### config.mk
export PLATFORM = sky130hd
export DESIGN_NAME = uart_mult_byte_tx
export DESIGN_NICKNAME = d
export VERILOG_FILES = /design/src/rtl/uart_pkg.sv /design/src/rtl/uart_byte_tx.sv /design/src/rtl/uart_mult_byte_tx.sv
export SDC_FILE = /design/constraint.sdc
export NUM_CORES = 1
export LEC_CHECK = 0
export CAP_MARGIN = 20
export CORE_AREA = 2 2 134 136
export CTS_BUF_LIST = sky130_fd_sc_hd__clkbuf_16
export DETAILED_ROUTE_END_ITERATION = 12
export DIE_AREA = 0 0 136 138
export HOLD_SLACK_MARGIN = 0.12
export SLEW_MARGIN = 20
export SYNTH_ARGS = -nofsm -noshare
export SYNTH_HDL_FRONTEND = slang
export SYNTH_SLANG_ARGS = --single-unit
### constraint.sdc
create_clock -name sys_clk -period 2.55 [get_ports sys_clk]
set_input_delay 0.6375 -clock sys_clk [delete_from_list [all_inputs] [get_ports sys_clk]]
set_output_delay 0.6375 -clock sys_clk [all_outputs]
set_load 0.01 [all_outputs]
### src/rtl/uart_pkg.sv
// -----------------------------------------------------------------------------
// uart_pkg
// Shared definitions for the UART packet transmitter and its receiver twin.
//   - calc_bps_cnt : clock cycles per bit (integer-truncated divide)
//   - crc8_update  : byte-wise CRC8 step, polynomial 0x07, MSB first
//   - CRC8_POLY, HEAD_DEFAULT constants
//   - ST_* state encodings, kept identical on both sides of the link
// No ports (package).
// -----------------------------------------------------------------------------
package uart_pkg;

  localparam logic [7:0] CRC8_POLY    = 8'h07;
  localparam logic [7:0] HEAD_DEFAULT = 8'h5A;

  localparam logic [2:0] ST_IDLE  = 3'd0;
  localparam logic [2:0] ST_START = 3'd1;
  localparam logic [2:0] ST_DATA  = 3'd2;
  localparam logic [2:0] ST_STOP  = 3'd3;
  localparam logic [2:0] ST_NEXT  = 3'd4;

  typedef enum logic [2:0] {
    S_IDLE  = ST_IDLE,
    S_START = ST_START,
    S_DATA  = ST_DATA,
    S_STOP  = ST_STOP,
    S_NEXT  = ST_NEXT
  } uart_state_e;

  function automatic int calc_bps_cnt(input int clk_freq, input int uart_bps);
    return clk_freq / uart_bps;
  endfunction

  // One byte through the CRC8 register, no reflection, no final XOR.
  function automatic logic [7:0] crc8_update(input logic [7:0] crc_in,
                                             input logic [7:0] data_in);
    logic [7:0] c;
    c = crc_in ^ data_in;
    for (int i = 0; i < 8; i++) begin
      if (c[7]) begin
        c = {c[6:0], 1'b0} ^ CRC8_POLY;
      end else begin
        c = {c[6:0], 1'b0};
      end
    end
    return c;
  endfunction

endpackage

### src/rtl/uart_byte_tx.sv
// -----------------------------------------------------------------------------
// uart_byte_tx
// Single-byte 8N1 serialiser, LSB first; owns the baud and bit counters.
// Ports:
//   sys_clk    in   system clock
//   sys_rst    in   synchronous active-high reset
//   byte_start in   load byte_data and begin the start bit on this edge
//   byte_data  in   8-bit character to send
//   byte_done  out  high in the final cycle of the stop bit; a byte_start in
//                   that cycle chains the next character with no gap
//   txd        out  registered serial line, idles high
// -----------------------------------------------------------------------------
module uart_byte_tx
  import uart_pkg::*;
#(
  parameter int BPS_CNT = 434
) (
  input  logic       sys_clk,
  input  logic       sys_rst,
  input  logic       byte_start,
  input  logic [7:0] byte_data,
  output logic       byte_done,
  output logic       txd
);

  localparam int               CNT_W     = (BPS_CNT > 1) ? $clog2(BPS_CNT) : 1;
  localparam logic [CNT_W-1:0] BAUD_LAST = CNT_W'(BPS_CNT - 1);

  uart_state_e      r_state;
  logic [CNT_W-1:0] r_baud_cnt;
  logic [2:0]       r_bit_cnt;
  logic [7:0]       r_shift;
  logic             r_txd;
  logic             w_bit_end;

  assign w_bit_end = (r_baud_cnt == BAUD_LAST);
  // Combinational so the parent can restart in the same edge the stop bit ends.
  assign byte_done = (r_state == S_STOP) && w_bit_end;
  assign txd       = r_txd;

  // Bit-level state machine: start bit, eight data bits, stop bit.
  always_ff @(posedge sys_clk) begin
    if (sys_rst) begin
      r_state    <= S_IDLE;
      r_baud_cnt <= CNT_W'(0);
      r_bit_cnt  <= 3'd0;
      r_shift    <= 8'h00;
      r_txd      <= 1'b1;
    end else if (byte_start) begin
      r_state    <= S_START;
      r_baud_cnt <= CNT_W'(0);
      r_bit_cnt  <= 3'd0;
      r_shift    <= byte_data;
      r_txd      <= 1'b0;
    end else begin
      case (r_state)
        S_IDLE: begin
          r_baud_cnt <= CNT_W'(0);
          r_txd      <= 1'b1;
        end
        S_START: begin
          if (w_bit_end) begin
            r_baud_cnt <= CNT_W'(0);
            r_state    <= S_DATA;
            r_txd      <= r_shift[0];
            r_shift    <= {1'b0, r_shift[7:1]};
          end else begin
            r_baud_cnt <= r_baud_cnt + CNT_W'(1);
          end
        end
        S_DATA: begin
          if (w_bit_end) begin
            r_baud_cnt <= CNT_W'(0);
            if (r_bit_cnt == 3'd7) begin
              r_bit_cnt <= 3'd0;
              r_state   <= S_STOP;
              r_txd     <= 1'b1;
            end else begin
              r_bit_cnt <= r_bit_cnt + 3'd1;
              r_txd     <= r_shift[0];
              r_shift   <= {1'b0, r_shift[7:1]};
            end
          end else begin
            r_baud_cnt <= r_baud_cnt + CNT_W'(1);
          end
        end
        S_STOP: begin
          if (w_bit_end) begin
            r_baud_cnt <= CNT_W'(0);
            r_state    <= S_IDLE;
          end else begin
            r_baud_cnt <= r_baud_cnt + CNT_W'(1);
          end
        end
        default: begin
          r_state    <= S_IDLE;
          r_baud_cnt <= CNT_W'(0);
          r_txd      <= 1'b1;
        end
      endcase
    end
  end

endmodule

### src/rtl/uart_mult_byte_tx.sv
// -----------------------------------------------------------------------------
// uart_mult_byte_tx
// Multi-byte UART packet transmitter: header, PACK_LEN payload bytes (byte 0
// first) and, when macro UART_TX_CRC8_EN is defined, a CRC8 over the payload.
// Ports:
//   sys_clk    in   system clock
//   sys_rst    in   synchronous active-high reset
//   send_start in   one-cycle request, honoured only while idle
//   tx_pack    in   payload, byte k at [8k+7:8k]
//   busy       out  frame in progress
//   send_done  out  one-cycle pulse after the last stop bit
//   byte_idx   out  index of the byte on the line (0 = header)
//   uart_txd   out  serial line, idles high
// Optional feature: UART_TX_CRC8_EN appends the CRC8 byte.
// -----------------------------------------------------------------------------
module uart_mult_byte_tx
  import uart_pkg::*;
#(
  parameter int         CLK_FREQ  = 50_000_000,
  parameter int         UART_BPS  = 115200,
  parameter int         PACK_LEN  = 11,
  parameter logic [7:0] HEAD_BYTE = HEAD_DEFAULT
) (
  input  logic                  sys_clk,
  input  logic                  sys_rst,
  input  logic                  send_start,
  input  logic [PACK_LEN*8-1:0] tx_pack,
  output logic                  busy,
  output logic                  send_done,
  output logic [7:0]            byte_idx,
  output logic                  uart_txd
);

  localparam int BPS_CNT = calc_bps_cnt(CLK_FREQ, UART_BPS);
`ifdef UART_TX_CRC8_EN
  localparam int N_CRC = 1;
`else
  localparam int N_CRC = 0;
`endif
  // Nine bits so PACK_LEN=255 plus CRC still reaches its last index.
  localparam logic [8:0] LAST_IDX = 9'(PACK_LEN + N_CRC);
  localparam logic [8:0] PAY_END  = 9'(PACK_LEN);

  logic                  r_busy;
  logic                  r_send_done;
  logic [8:0]            r_byte_idx;
  logic [PACK_LEN*8-1:0] r_pack;
`ifdef UART_TX_CRC8_EN
  logic [7:0]            r_crc;
`endif

  logic       w_byte_done;
  logic       w_byte_start;
  logic [7:0] w_byte_data;
  logic       w_last;
  logic       w_next_payload;

  assign w_last         = (r_byte_idx == LAST_IDX);
  assign w_next_payload = (r_byte_idx < PAY_END);
  // The zero-length NEXT step: chain the next byte on the stop-bit end edge.
  assign w_byte_start   = (!r_busy && send_start) ||
                          (r_busy && w_byte_done && !w_last);

  assign busy      = r_busy;
  assign send_done = r_send_done;
  assign byte_idx  = r_byte_idx[7:0];

  // Select the character handed to the serialiser on the next byte_start.
  always_comb begin
    w_byte_data = HEAD_BYTE;
    if (!r_busy) begin
      w_byte_data = HEAD_BYTE;
    end else if (w_next_payload) begin
      // The latch is consumed as a shift register, so the next byte is at [7:0].
      w_byte_data = r_pack[7:0];
    end else begin
`ifdef UART_TX_CRC8_EN
      w_byte_data = r_crc;
`else
      w_byte_data = 8'h00;
`endif
    end
  end

  // Packet sequencing, payload latch and running CRC.
  always_ff @(posedge sys_clk) begin
    if (sys_rst) begin
      r_busy      <= 1'b0;
      r_send_done <= 1'b0;
      r_byte_idx  <= 9'd0;
      r_pack      <= {(PACK_LEN*8){1'b0}};
`ifdef UART_TX_CRC8_EN
      r_crc       <= 8'h00;
`endif
    end else begin
      r_send_done <= 1'b0;
      if (!r_busy) begin
        if (send_start) begin
          r_busy     <= 1'b1;
          r_byte_idx <= 9'd0;
          r_pack     <= tx_pack;
`ifdef UART_TX_CRC8_EN
          r_crc      <= 8'h00;
`endif
        end else begin
          r_byte_idx <= 9'd0;
        end
      end else if (w_byte_done) begin
        if (w_last) begin
          r_busy      <= 1'b0;
          r_send_done <= 1'b1;
          r_byte_idx  <= 9'd0;
        end else begin
          r_byte_idx <= r_byte_idx + 9'd1;
          if (w_next_payload) begin
            r_pack <= r_pack >> 8;
`ifdef UART_TX_CRC8_EN
            r_crc  <= crc8_update(r_crc, r_pack[7:0]);
`endif
          end
        end
      end
    end
  end

  uart_byte_tx #(
    .BPS_CNT (BPS_CNT)
  ) u_byte_tx (
    .sys_clk    (sys_clk),
    .sys_rst    (sys_rst),
    .byte_start (w_byte_start),
    .byte_data  (w_byte_data),
    .byte_done  (w_byte_done),
    .txd        (uart_txd)
  );

endmodule

======== After elaboration in Yosys (flattened, before gate mapping) ========
Index checks and enable logic that the tools add are counted.
W data, S select, Z words.
cells by class
  $add $sub $neg .......................... 3
  equality and inequality tests ........... 20
  reductions and logical operators ........ 21
  order comparisons ....................... 1
  bitwise gates (word level) .............. 4
  mux-type cells .......................... 30
operators by type and width
  cell                   number
  $mux W88               5
  $mux W8                6
  $add A9 B1 Y9 const B  2
  $ne A2 B1 Y1 const B   8
  $pmux W8 S2            1
  $mux W3                5
  $ne A3 B1 Y1 const B   4
  $pmux W3 S4            1
  $mux W1                10
  $reduce_and A5 Y1      2
  $eq A9 B4 Y1 const B   1
  $eq A9 B9 Y1 const B   1
  $lt A9 B4 Y1 const B   1
  $mux W9                1
  $reduce_and A4 Y1      2
  $eq A3 B2 Y1 const B   2
  $reduce_or A3 Y1       2
  $logic_and A1 B1 Y1    4
  $not A1 Y1             4
  $reduce_or A2 Y1       2
  $reduce_or A4 Y1       1
  $add A3 B1 Y3 const B  1
  $eq A3 B1 Y1 const B   1
  $eq A3 B3 Y1 const B   1
  10 further kinds       11
storage, ports and cells
  register bits after elaboration ......... 123
  output and inout bits ................... 11
  word-level logic and storage cells ...... 89

======== Longest topological paths before layout ========
Gate-level depths: netlist of the first run.
  depth after elaboration ................. 7
  mapped depth ............................ 9
  mapped depth without buffers ............ 7

======== By module ========
From an unflattened synthesis of the first run, not the netlist that was laid out.
second synthesis, totals
  cell total of the unflattened synthesis .. 618
  area total of the unflattened synthesis .. 6409.9 µm²
modules (own cells, without submodules)
  module             cells an instance  times used  seq. area each (µm²)  area an instance (µm²)
  uart_mult_byte_tx  484                1           1981.9                5171.2
  uart_byte_tx       134                1           460.4                 1238.7

======== Worst setup path before layout of the first run ========
Ideal clock, no wire load.
  path kind ............................... reg-to-reg
  from .................................... reg r_byte_idx[2]
  to ...................................... reg r_pack[33]
  path slack .............................. 510 ps
  cell stages (with the launch flop) ...... 9
  arrival ................................. 1894 ps
  clock period less this slack ............ 2040 ps
  setup time .............................. 146 ps
  buffers on the path ..................... 3
  path through ............................ dfxtp_1 > buf_6 > or4_4 > o41ai_4 > o31ai_4 > buf_6 > buf_2 > nor2_1 > a211oi_2
on the way
  longest elaborated chain between the ends .. 3
  elaborated cells on any way between the ends .. 5
  those cells by class .................... 1 x order compare; 3 x eq/ne; 1 x reduce/logical
ends and longest elaborated chain
  what                                                    line                                              RTL
  start, declared                                         uart_mult_byte_tx.sv:46                           logic [8:0] r_byte_idx;
  start signal, assigned                                  uart_mult_byte_tx.sv:114                          r_byte_idx <= r_byte_idx + 9'd1;
  $lt A9 B4 Y1 or $eq A9 B4 Y1 (tied branches)            uart_mult_byte_tx.sv:59, uart_mult_byte_tx.sv:58
  $ne A2 B1 Y1 (no line) or $ne A2 B2 Y1 (tied branches)  -
  $reduce_and A4 Y1 (no line) *                           -
  end signal, assigned                                    uart_mult_byte_tx.sv:91                           r_pack <= {(PACK_LEN*8){1'b0}};
  end signal, assigned                                    uart_mult_byte_tx.sv:101                          r_pack <= tx_pack;
  end signal, assigned                                    uart_mult_byte_tx.sv:116                          r_pack <= r_pack >> 8;
  end, declared                                           uart_mult_byte_tx.sv:47                           logic [PACK_LEN*8-1:0] r_pack;
Mark *: on every way between the ends. The rest lies on a longest branch, timed or not.
A chain may end at the register's enable or synchronous reset.

======== Worst setup path after layout of the first run ========
  from .................................... reg r_byte_idx[4]
  to ...................................... reg r_pack[68]
Same word-level chain as after synthesis.

==> results.md, run 1 <==
* Sequential area share after synthesis at 0.401
* Mapped Nets at 708
* Synth warn at 0
* Hold EP: u_byte_tx.r_bit_cnt[1]$_SDFFE_PP0P_
* Setup total negative slack at 0 ps
* Top cells by count, synth: 122 x dfxtp_1, 113 x nor2_1, 85 x mux2i_1
* Initial DRC Count at between 200 and 250
* Clk buf depth at 2
* Worst-margin pin slew at between 900 and 1000 ps
* Share of layout cells above drive strength 1 at 0.182
* Clock power share at 0.389
* H-tree depth at 4
* Final period util at 0.906
* Post-synth ARST share at 0
* Peak supply drop at 0.447 mV
* R2R Setup Slk at 240 ps
* Max-cap viol count at 0
* Max-slew violations at 0
* Setup CP Type: reg -> reg
* Post-synth cell types at 50
* Hold-fix buffers at CTS at 0
* Number of remaining DRC errors at 0
* GRT Residual Overflow at 0
* NumNets Final at roughly 790
* Mean Syn Cell Area at between 10 and 15 um^2
* Reg2reg start: r_byte_idx[4]$_SDFFE_PP0N_
* Hold Crit Depth at 2
* Die H at ~140 um
* Die W at 136 um
* Clk root buf: clkbuf_16
* HP Class: reg -> reg
* Internal at 3.70 mW
* Top cell type's share of synthesized area at 0.401
* Synth area leaders: dfxtp_1 40%, a211oi_2 16%, mux2i_1 14%
* Area leader, netlist: dfxtp_1
* Max frequency at 433 MHz
* CP arrival at between 2000 and 3000 ps
* P per Cell Area at about 650 nW/um^2
* Antenna Diode Count at 0
* TritonRoute pass-1 iters at 6
* Cell breakdown of the critical path: nor4_1, o211ai_1, o31ai_4, buf_12, buf_12, nor2_1, a211oi_2
* DP HPWL at 10000 um
* Cell Rows at roughly 50
* Crit-path slowest cell: nor4_1
* CP max FO at 34
* Post-synth EDFFs at 0
* CP peak stage delay at 490 ps
* Final Hold Viols at 0
* Clock transition at the registers of the reported paths at roughly 50 ps
* GR Util All Layers at 0.154
* Post-CTS Repair Setup Buffers at 0
* Post_cts resized at 0
* Starting Density at 0.347
* Die area at roughly 19000 um^2
* Post-synth top flop: dfxtp_1
* Worst hold start: u_byte_tx.r_bit_cnt[1]$_SDFFE_PP0P_
* Global-route wire length before repair at about 23000 um
* Final count of negative-setup-slack endpoints at 0
* Post-Syn Area at about 6100 um^2
* Seq pwr share at 0.427
* Final std cells w/o fill at ~930
* Hold Worst Slack at between 400 and 500 ps
* Initial antenna violation count at 0
* Syn Inst Count at between 600 and 700
* Area Growth Syn to Fin at 26.9%
* Antenna viol nets, final at 0
* CTS tree: built
* Fill cells at between 1.5k and 2k
* Slew Limit Headroom at 0.385
* Post-Route Skew at around 8.7 ps
* Status: finished, final reports clean
* Drt total wl at about 14000 um
* RR Endpoint: r_pack[68]$_SDFFE_PP0P_
* Worst-Skew Late Latency at roughly 410 ps
* I/O pin total at 102
* Comb power frac at 0.184
* Clock buffer count from CTS at 17
* FF-to-FF path depth at 7
* Critical path endpoint category: flop
* Final min period at 2310 ps
* CP Launch Point: r_byte_idx[4]$_SDFFE_PP0N_
* Top-count cell post-synth: dfxtp_1
* P_leak at approximately 2.8 nW
* Most common cell on crit path: buf_12
* Clk sinks at 122
* Critical Path Start Type: flop
* Drt via density at between 5 and 6
* Number of global-route vias before repair at 4767
* Switch share at 0.267
* Cells after DPL at ~900
* Psw at 1.35 mW
* Largest net degree at the start of global routing at between 50 and 60
* RSZ-0062 raised after global routing: false
* Vias at about 4.7k
* Final Wtd Congestion at between 0.8 and 0.9
* Worst EP required at around 2900 ps
* Register bit total from synthesis at 122
* Core area at roughly 18000 um^2
* PortBufs at between 100 and 150
* DR WL/cell at 15.2 um
## cell usage in the layout, fill, tap and decap left out, drive strengths merged, types with 2 or more instances in the layout
master and n:
clkinv 7, nand4 4, ha 10, o311ai 3, inv 11, dfxtp 122, nor3b 4, a2bb2oi 8
xnor2 9, a21oi 13, or3 3, nor2 114, or4 3, xor2 5, o31ai 2, nor4 4
nand4b 5, buf 16, clkdlybuf4s50 100, a211oi 81, and3 4, nor3 9, mux2i 85, o21ai 10
nand2 25, nand3 7, clkbuf 17
## how the worst max path moves through the flow
stage | endpoint | cells after the start
finish | r_pack[68]$_SDFFE_PP0P_ | 7
global route | r_pack[78]$_SDFFE_PP0P_ | 8
CTS | r_pack[78]$_SDFFE_PP0P_ | 7
detailed placement | r_pack[78]$_SDFFE_PP0P_ | 7
global placement | u_byte_tx.r_baud_cnt[8]$_SDFF_PP0_ | 4
floorplan | r_pack[33]$_SDFFE_PP0P_ | 8
## per-stage QoR
step / util / setup WS [ps] / cell area (um^2) / power, mW
after floorplan: - / 510 / 6090 / 2.83
after global placement: 0.413 / 250 / 7250 / 3.10
after detailed placement: 0.413 / 230 / 7250 / 3.13
after CTS: 0.440 / 227 / 7720 / 5.10
after global routing: 0.440 / 73.0 / 7720 / 5.28
final: 0.440 / 241 / 7720 / 5.05
## critical path: cells and delay by family (launching register included)
family          cells  cell delay [ps]
simple gates        2              560
flops               1              380
buf+inv             2              420
compound gates      3              830
## power by group through the flow
stage          combinational [mW]  clock [mW]  sequential, mW
6_report                    0.932        1.96            2.15
5_1_grt                      1.02        2.10            2.17
4_1_cts                     0.943        2.01            2.15
3_5_place_dp                0.937           0            2.19
3_3_place_gp                0.917           0            2.19
2_1_floorplan               0.675           0            2.16
## state kept, by name, summed over array words and instances, names as in the netlist
signal and cells:
busy 1, r_byte_idx 9, r_pack 88, send_done 1
u_byte_tx.r_baud_cnt 9, u_byte_tx.r_bit_cnt 3, u_byte_tx.r_shift 8, u_byte_tx.r_state 2
u_byte_tx.txd 1
## cells by family after synthesis
kind of cell / share of synthesized area
mux: 0.140
fa+ha+maj: 0.0206
compound gates: 0.219
flops: 0.401
buf+inv: 0.0549
xor+xnor: 0.0201
simple gates: 0.145
## per-layer routing
metal	global-route usage	vias to the layer above	part of all wire
li1	-	2337	-
met1	0.195	2216	0.46
met2	0.249	102	0.49
met3	0.0433	22	0.039
met4	0.0576	0	0.017
met5	0	-	0
## layout make-up
class / count / area (um^2) / share of cell area
multi-input cells: 425 / 3310 / 0.429
flip-flops and latches: 122 / 2450 / 0.317
repair buffers: 116 / 1180 / 0.153
clock buffers: 17 / 425 / 0.0551
well taps: 229 / 287 / 0.0371
clock inverters: 12 / 48.8 / 0.00632
inverters: 6 / 22.5 / 0.00292
(Power assumes the default switching activity.)
==> inputs of run 2 (changes only) <==
--- a/config.mk
+++ b/config.mk
@@ -11,6 +11,7 @@
 export DETAILED_ROUTE_END_ITERATION = 12
 export DIE_AREA = 0 0 136 138
 export HOLD_SLACK_MARGIN = 0.12
+export SKIP_CTS_REPAIR_TIMING = 1
 export SLEW_MARGIN = 20
 export SYNTH_ARGS = -nofsm -noshare
 export SYNTH_HDL_FRONTEND = slang
==> results of run 2 <==
Final layout, timing and power as in run 1 (identical DEF).
==> edit 1, RTL diff (config.mk and constraints of run 2) <==
The option `UART_TX_CRC8_EN` is turned on by a define.
--- a/src/rtl/uart_mult_byte_tx.sv
+++ b/src/rtl/uart_mult_byte_tx.sv
@@ -13,6 +13,8 @@
 //   uart_txd   out  serial line, idles high
 // Optional feature: UART_TX_CRC8_EN appends the CRC8 byte.
 // -----------------------------------------------------------------------------
+`define UART_TX_CRC8_EN
+
 module uart_mult_byte_tx
   import uart_pkg::*;
 #(
Behaviour: no difference found for any inputs over 10 cycles, from zero or initial values and one cycle with sys_rst high; that may be too few to reach the edited logic, so the function may still have changed.
==> edit 1 against run 2 <==
Wire length rose by 7.3%; setup slack lost 0.032 ns; non-clock buffer count increased by 3; sequential share of layout area grew 0.73 points; area after synthesis increased by 2.2%; power up 11%; worst hold slack worse by 0.0034 ns; sequential cell count is 8 higher; die area is the same; design area grew 4.1%; critical path type unchanged; highest routed layer unchanged.
==> edit 1: results (changes against run 2) <==
Parameter                              Value

Setup path
  Max Fanout on Critical Path    49 (+44%)
  Max incr delay on CP    0.57 ns (+0.08 ns)
  Arrival time of data at the critical path endpoint    2.66 ns (+0.02 ns)
  Slowest stage cell on the critical path    sky130_fd_sc_hd__or4_4

Routing
  Detailed-route wire length    15,100 um (+7.3%)
  Number of optimization iterations in the first detailed-route pass    4 (-2)
  Total number of vias    5,037 (+7.7%)
  Number of violations reported at the end of detailed-routing iteration 0    271 (+32%)

Placement
  DP Area    7440 um2 (+2.7%)
  Port bufs    101 (unchanged)
  Setup Slack @ Placement    0.124 ns (-0.106 ns)
  Routability-driven placement congestion ratio    0.815 (about the same)
  Cell total after placement    960 (+6.9%)
  Post-DP HPWL    10,800 um (+8.1%)

Yosys
  Synth Area in XOR/XNOR    6.28% (+4.3 points)
  Ranking of synthesized cells by instance count    130 x sky130_fd_sc_hd__dfxtp_1, 121 x sky130_fd_sc_hd__nor2_1, 88 x sky130_fd_sc_hd__mux2i_1
  Synth Net Count    768 (+8.5%)
  Fraction of the mapped netlist area in compound gates    15.8% (-6.0 points)
  Adder-cell share of the synthesized area    2.21% (+0.16 points)
  Part of the Yosys area used for sequential elements    41.8% (+1.7 points)
  Synth area leaders    sky130_fd_sc_hd__dfxtp_1 42%, sky130_fd_sc_hd__mux2i_1 14%, sky130_fd_sc_hd__a211oi_1 9.7%
  Portion of netlist area occupied by mux cells    14.3% (+0.37 points)
  Distinct cell type count after synthesis    46 (-8.0%)

Cells and area
  Fill cell instance count of the final layout    1,694 (+1.6%)
  Final instance count without filler cells    992 (+7.0%)
  Final Net Count    852 (+8.0%)
  Fraction of final layout cells with drive strength greater than 1    7.08% (-11 points)

Global route
  Largest net degree at the start of global routing    80 (+40%)
  Aggregate global-route resource usage    16.5% (+1.0 points)
  Wire length of the first global-routing pass    24,800 um (+7.0%)
  Via count of the first global-routing pass    4,890 (+2.6%)

STA
  Pin slew with the least headroom to its limit    0.925 ns (+0.00336 ns)
  Worst clock skew    0.00742 ns (-0.00133 ns)

Pwr
  Maximum resistive drop on vdd    0.000498 V (+11%)
  Power, Total    5.59 mW (+11%)
  Static power due to leakage    3.07 nW (+11%)

Status
  Result of the run    finished, final reports clean
-- edit 1: cell types whose count changed after synthesis, sizes merged, moves of 5 or more --
cell	before	now
xnor2	9	17
clkbuf	33	27
and2	0	5
xor2	5	12
buf	21	27
dfxtp	122	130
nand3	7	12
a2bb2oi	8	0
nor2	114	121
nor3b	4	10
a21oi	13	23
xnor3	0	5
nor3	9	2
-- edit 1: area by class of cell --
cell class,count,area [um2],area share [%]
tap,229,287,3.56
multi-input combinational,475,3330,41.4
inverter,7,26.3,0.327
sequential,130,2610,32.4
clock buffer,17,425,5.29
clock inverter,15,149,1.85
timing repair buffer,119,1220,15.2
-- edit 1: worst paths after layout --
check | cells past startpoint | startpoint | slack, ns | endpoint
max | 7 | r_byte_idx[5] | 0.21 | r_pack[17]
min | 2 | u_byte_tx.r_bit_cnt[1] | 0.46 | u_byte_tx.r_bit_cnt[1]
max reg2reg | 7 | r_byte_idx[5] | 0.21 | r_pack[17]
min reg2reg | 2 | u_byte_tx.r_bit_cnt[1] | 0.46 | u_byte_tx.r_bit_cnt[1]
-- edit 1: routing by layer --
| metal | vias up | track usage (%) | share of wire (%) |
|---|---|---|---|
| li1 | 2558 | - | - |
| met1 | 2369 | 21.0 | 45 |
| met2 | 90 | 27.3 | 50 |
| met3 | 20 | 3.08 | 3.1 |
| met4 | 0 | 6.69 | 1.8 |
| met5 | - | 0 | 0 |
-- edit 1: report_power, final --
part / total [mW] / internal [mW] / leakage, nW / switching [mW]
combinational: 0.929 / 0.483 / 1.72 / 0.446
clock: 2.38 / 1.51 / 0.283 / 0.871
sequential: 2.28 / 2.18 / 1.07 / 0.0963
==> edit 2, RTL diff (config.mk and constraints of run 2) <==
Made on the original files. Put a register stage on the output `uart_txd`, cleared by the reset. The value now appears one clock later. The other outputs are not delayed to match.
--- a/src/rtl/uart_mult_byte_tx.sv
+++ b/src/rtl/uart_mult_byte_tx.sv
@@ -40,6 +40,8 @@
   // Nine bits so PACK_LEN=255 plus CRC still reaches its last index.
   localparam logic [8:0] LAST_IDX = 9'(PACK_LEN + N_CRC);
   localparam logic [8:0] PAY_END  = 9'(PACK_LEN);
+
+  logic uart_txd_d;
 
   logic                  r_busy;
   logic                  r_send_done;
@@ -131,8 +133,16 @@
     .byte_start (w_byte_start),
     .byte_data  (w_byte_data),
     .byte_done  (w_byte_done),
-    .txd        (uart_txd)
+    .txd        (uart_txd_d)
   );
+
+  always_ff @(posedge sys_clk) begin
+    if (sys_rst) begin
+      uart_txd <= '0;
+    end else begin
+      uart_txd <= uart_txd_d;
+    end
+  end
 
 endmodule
 
Check against the original RTL: not equivalent (a bounded check fails within 4 cycles, from zero or initial values and one cycle with sys_rst high).
==> edit 2 against run 2 <==
Sequential cell count up 1; area after synthesis decreased by 4.4%; power increased by 5.6%; via count is 1.3% higher; clock skew fell by 0.00066 ns; synthesized cell count shrank 0.33%; setup slack worse by 0.090 ns; critical path depth is 5 lower; wire length shrank 1.4%; first-iteration DRC count is 11% higher; die area unchanged; design area fell by 0.26%; largest power group is now the clock network.
==> edit 2: results (changes against run 2) <==
Parameter                              Value

Setup path
  Arrival time of data at the critical path endpoint    1.76 ns (-0.88 ns)
  Crit Reg-Reg Endpoint    u_byte_tx.r_shift[0]
  Max incr delay on CP    0.62 ns (+0.13 ns)
  Max Fanout on Critical Path    35 (+2.9%)
  Worst flop-to-flop path startpoint    r_byte_idx[6]
  Slowest stage cell on the critical path    sky130_fd_sc_hd__clkdlybuf4s50_1
  Delay-heaviest family, CP    buffers and inverters
  Setup Crit Path Kind    reg2out
  Crit path to    busy
  Reg2Reg Depth    6 (-1)
  R2r setup slk    0.17 ns (-0.07 ns)
  Start point of the critical path    busy

Status
  Result of the run    finished, final reports clean

Yosys
  Part of the Yosys area used for sequential elements    42.3% (+2.2 points)
  Average footprint of a synthesized cell    9.62 um2 (-4.1%)
  Portion of netlist area occupied by mux cells    14.6% (+0.64 points)
  Distinct cell type count after synthesis    49 (-2.0%)
  Synth Area in XOR/XNOR    2.11% (+0.092 points)
  Ranking of synthesized cells by instance count    123 x sky130_fd_sc_hd__dfxtp_1, 108 x sky130_fd_sc_hd__nor2_1, 85 x sky130_fd_sc_hd__mux2i_1
  Synth area leaders    sky130_fd_sc_hd__dfxtp_1 42%, sky130_fd_sc_hd__mux2i_1 15%, sky130_fd_sc_hd__a211oi_2 8.2%
  Fraction of the mapped netlist area in compound gates    19.1% (-2.8 points)
  Adder-cell share of the synthesized area    2.15% (+0.094 points)

STA
  Pin slew with the least headroom to its limit    0.859 ns (-0.0627 ns)
  Post-route minimum period    2.40 ns (+0.0900 ns)
  Worst clock skew    0.00809 ns (-0.000660 ns)

Placement
  DP Area    7090 um2 (-2.2%)
  Post-DP HPWL    9630 um (-4.0%)
  Setup Slack @ Placement    -0.0840 ns (-0.314 ns)
  Routability-driven placement congestion ratio    0.817 (+0.21%)

Routing
  Total met3 wirelength after detailed routing    734 um (+33%)
  Number of violations reported at the end of detailed-routing iteration 0    227 (+11%)
  Wire per inst    14.8 um (-2.5%)
  DR WL met2    6650 um (-2.8%)
  Number of optimization iterations in the first detailed-route pass    5 (-1)
  Number of vias per cell    5.05 (+0.14%)

Hold path
  Startpoint of the worst hold path    r_pack[87]

Global route
  Aggregate global-route resource usage    15.1% (-0.36 points)
  Met3 track utilization from global routing    5.17% (+0.84 points)
  Met2 track demand over resource    24.8% (-0.11 points)
  Via count of the first global-routing pass    4,683 (-1.8%)
  Wire length of the first global-routing pass    22,600 um (-2.7%)
  Largest net degree at the start of global routing    73 (+28%)

Pwr
  Maximum resistive drop on vdd    0.000498 V (+12%)
  Static power due to leakage    2.79 nW (+0.53%)

Cells and area
  Fraction of final layout cells with drive strength greater than 1    14.7% (-3.5 points)
  Final Net Count    797 (+1.0%)
-- edit 2: through the flow --
step           power (mW)  TNS (ns)
2_1_floorplan        2.76         0
3_3_place_gp         3.04         0
3_5_place_dp         3.06     -2.22
4_1_cts              5.38     -1.75
5_1_grt              5.58         0
6_report             5.33         0
-- edit 2: final cells by class --
| class | count | area (um2) |
|---|---|---|
| fillers | 1695 | 9830 |
| multi-input cells | 422 | 3100 |
| flip-flops and latches | 123 | 2470 |
| repair buffers | 126 | 1260 |
| clock buffers | 17 | 425 |
| well taps | 229 | 287 |
| clock inverters | 15 | 139 |
| inverters | 6 | 22.5 |
-- edit 2: tightest hold or removal path, cell delays in order, from the launching register on --
cell,delay [ns]
sky130_fd_sc_hd__dfxtp_1,0.31
sky130_fd_sc_hd__nand2b_1,0.06
sky130_fd_sc_hd__o21ai_1,0.05
-- edit 2: where the power goes --
group	internal [mW]	switching, mW
Combinational	0.432	0.432
Clock	1.49	0.810
Sequential	2.08	0.0856
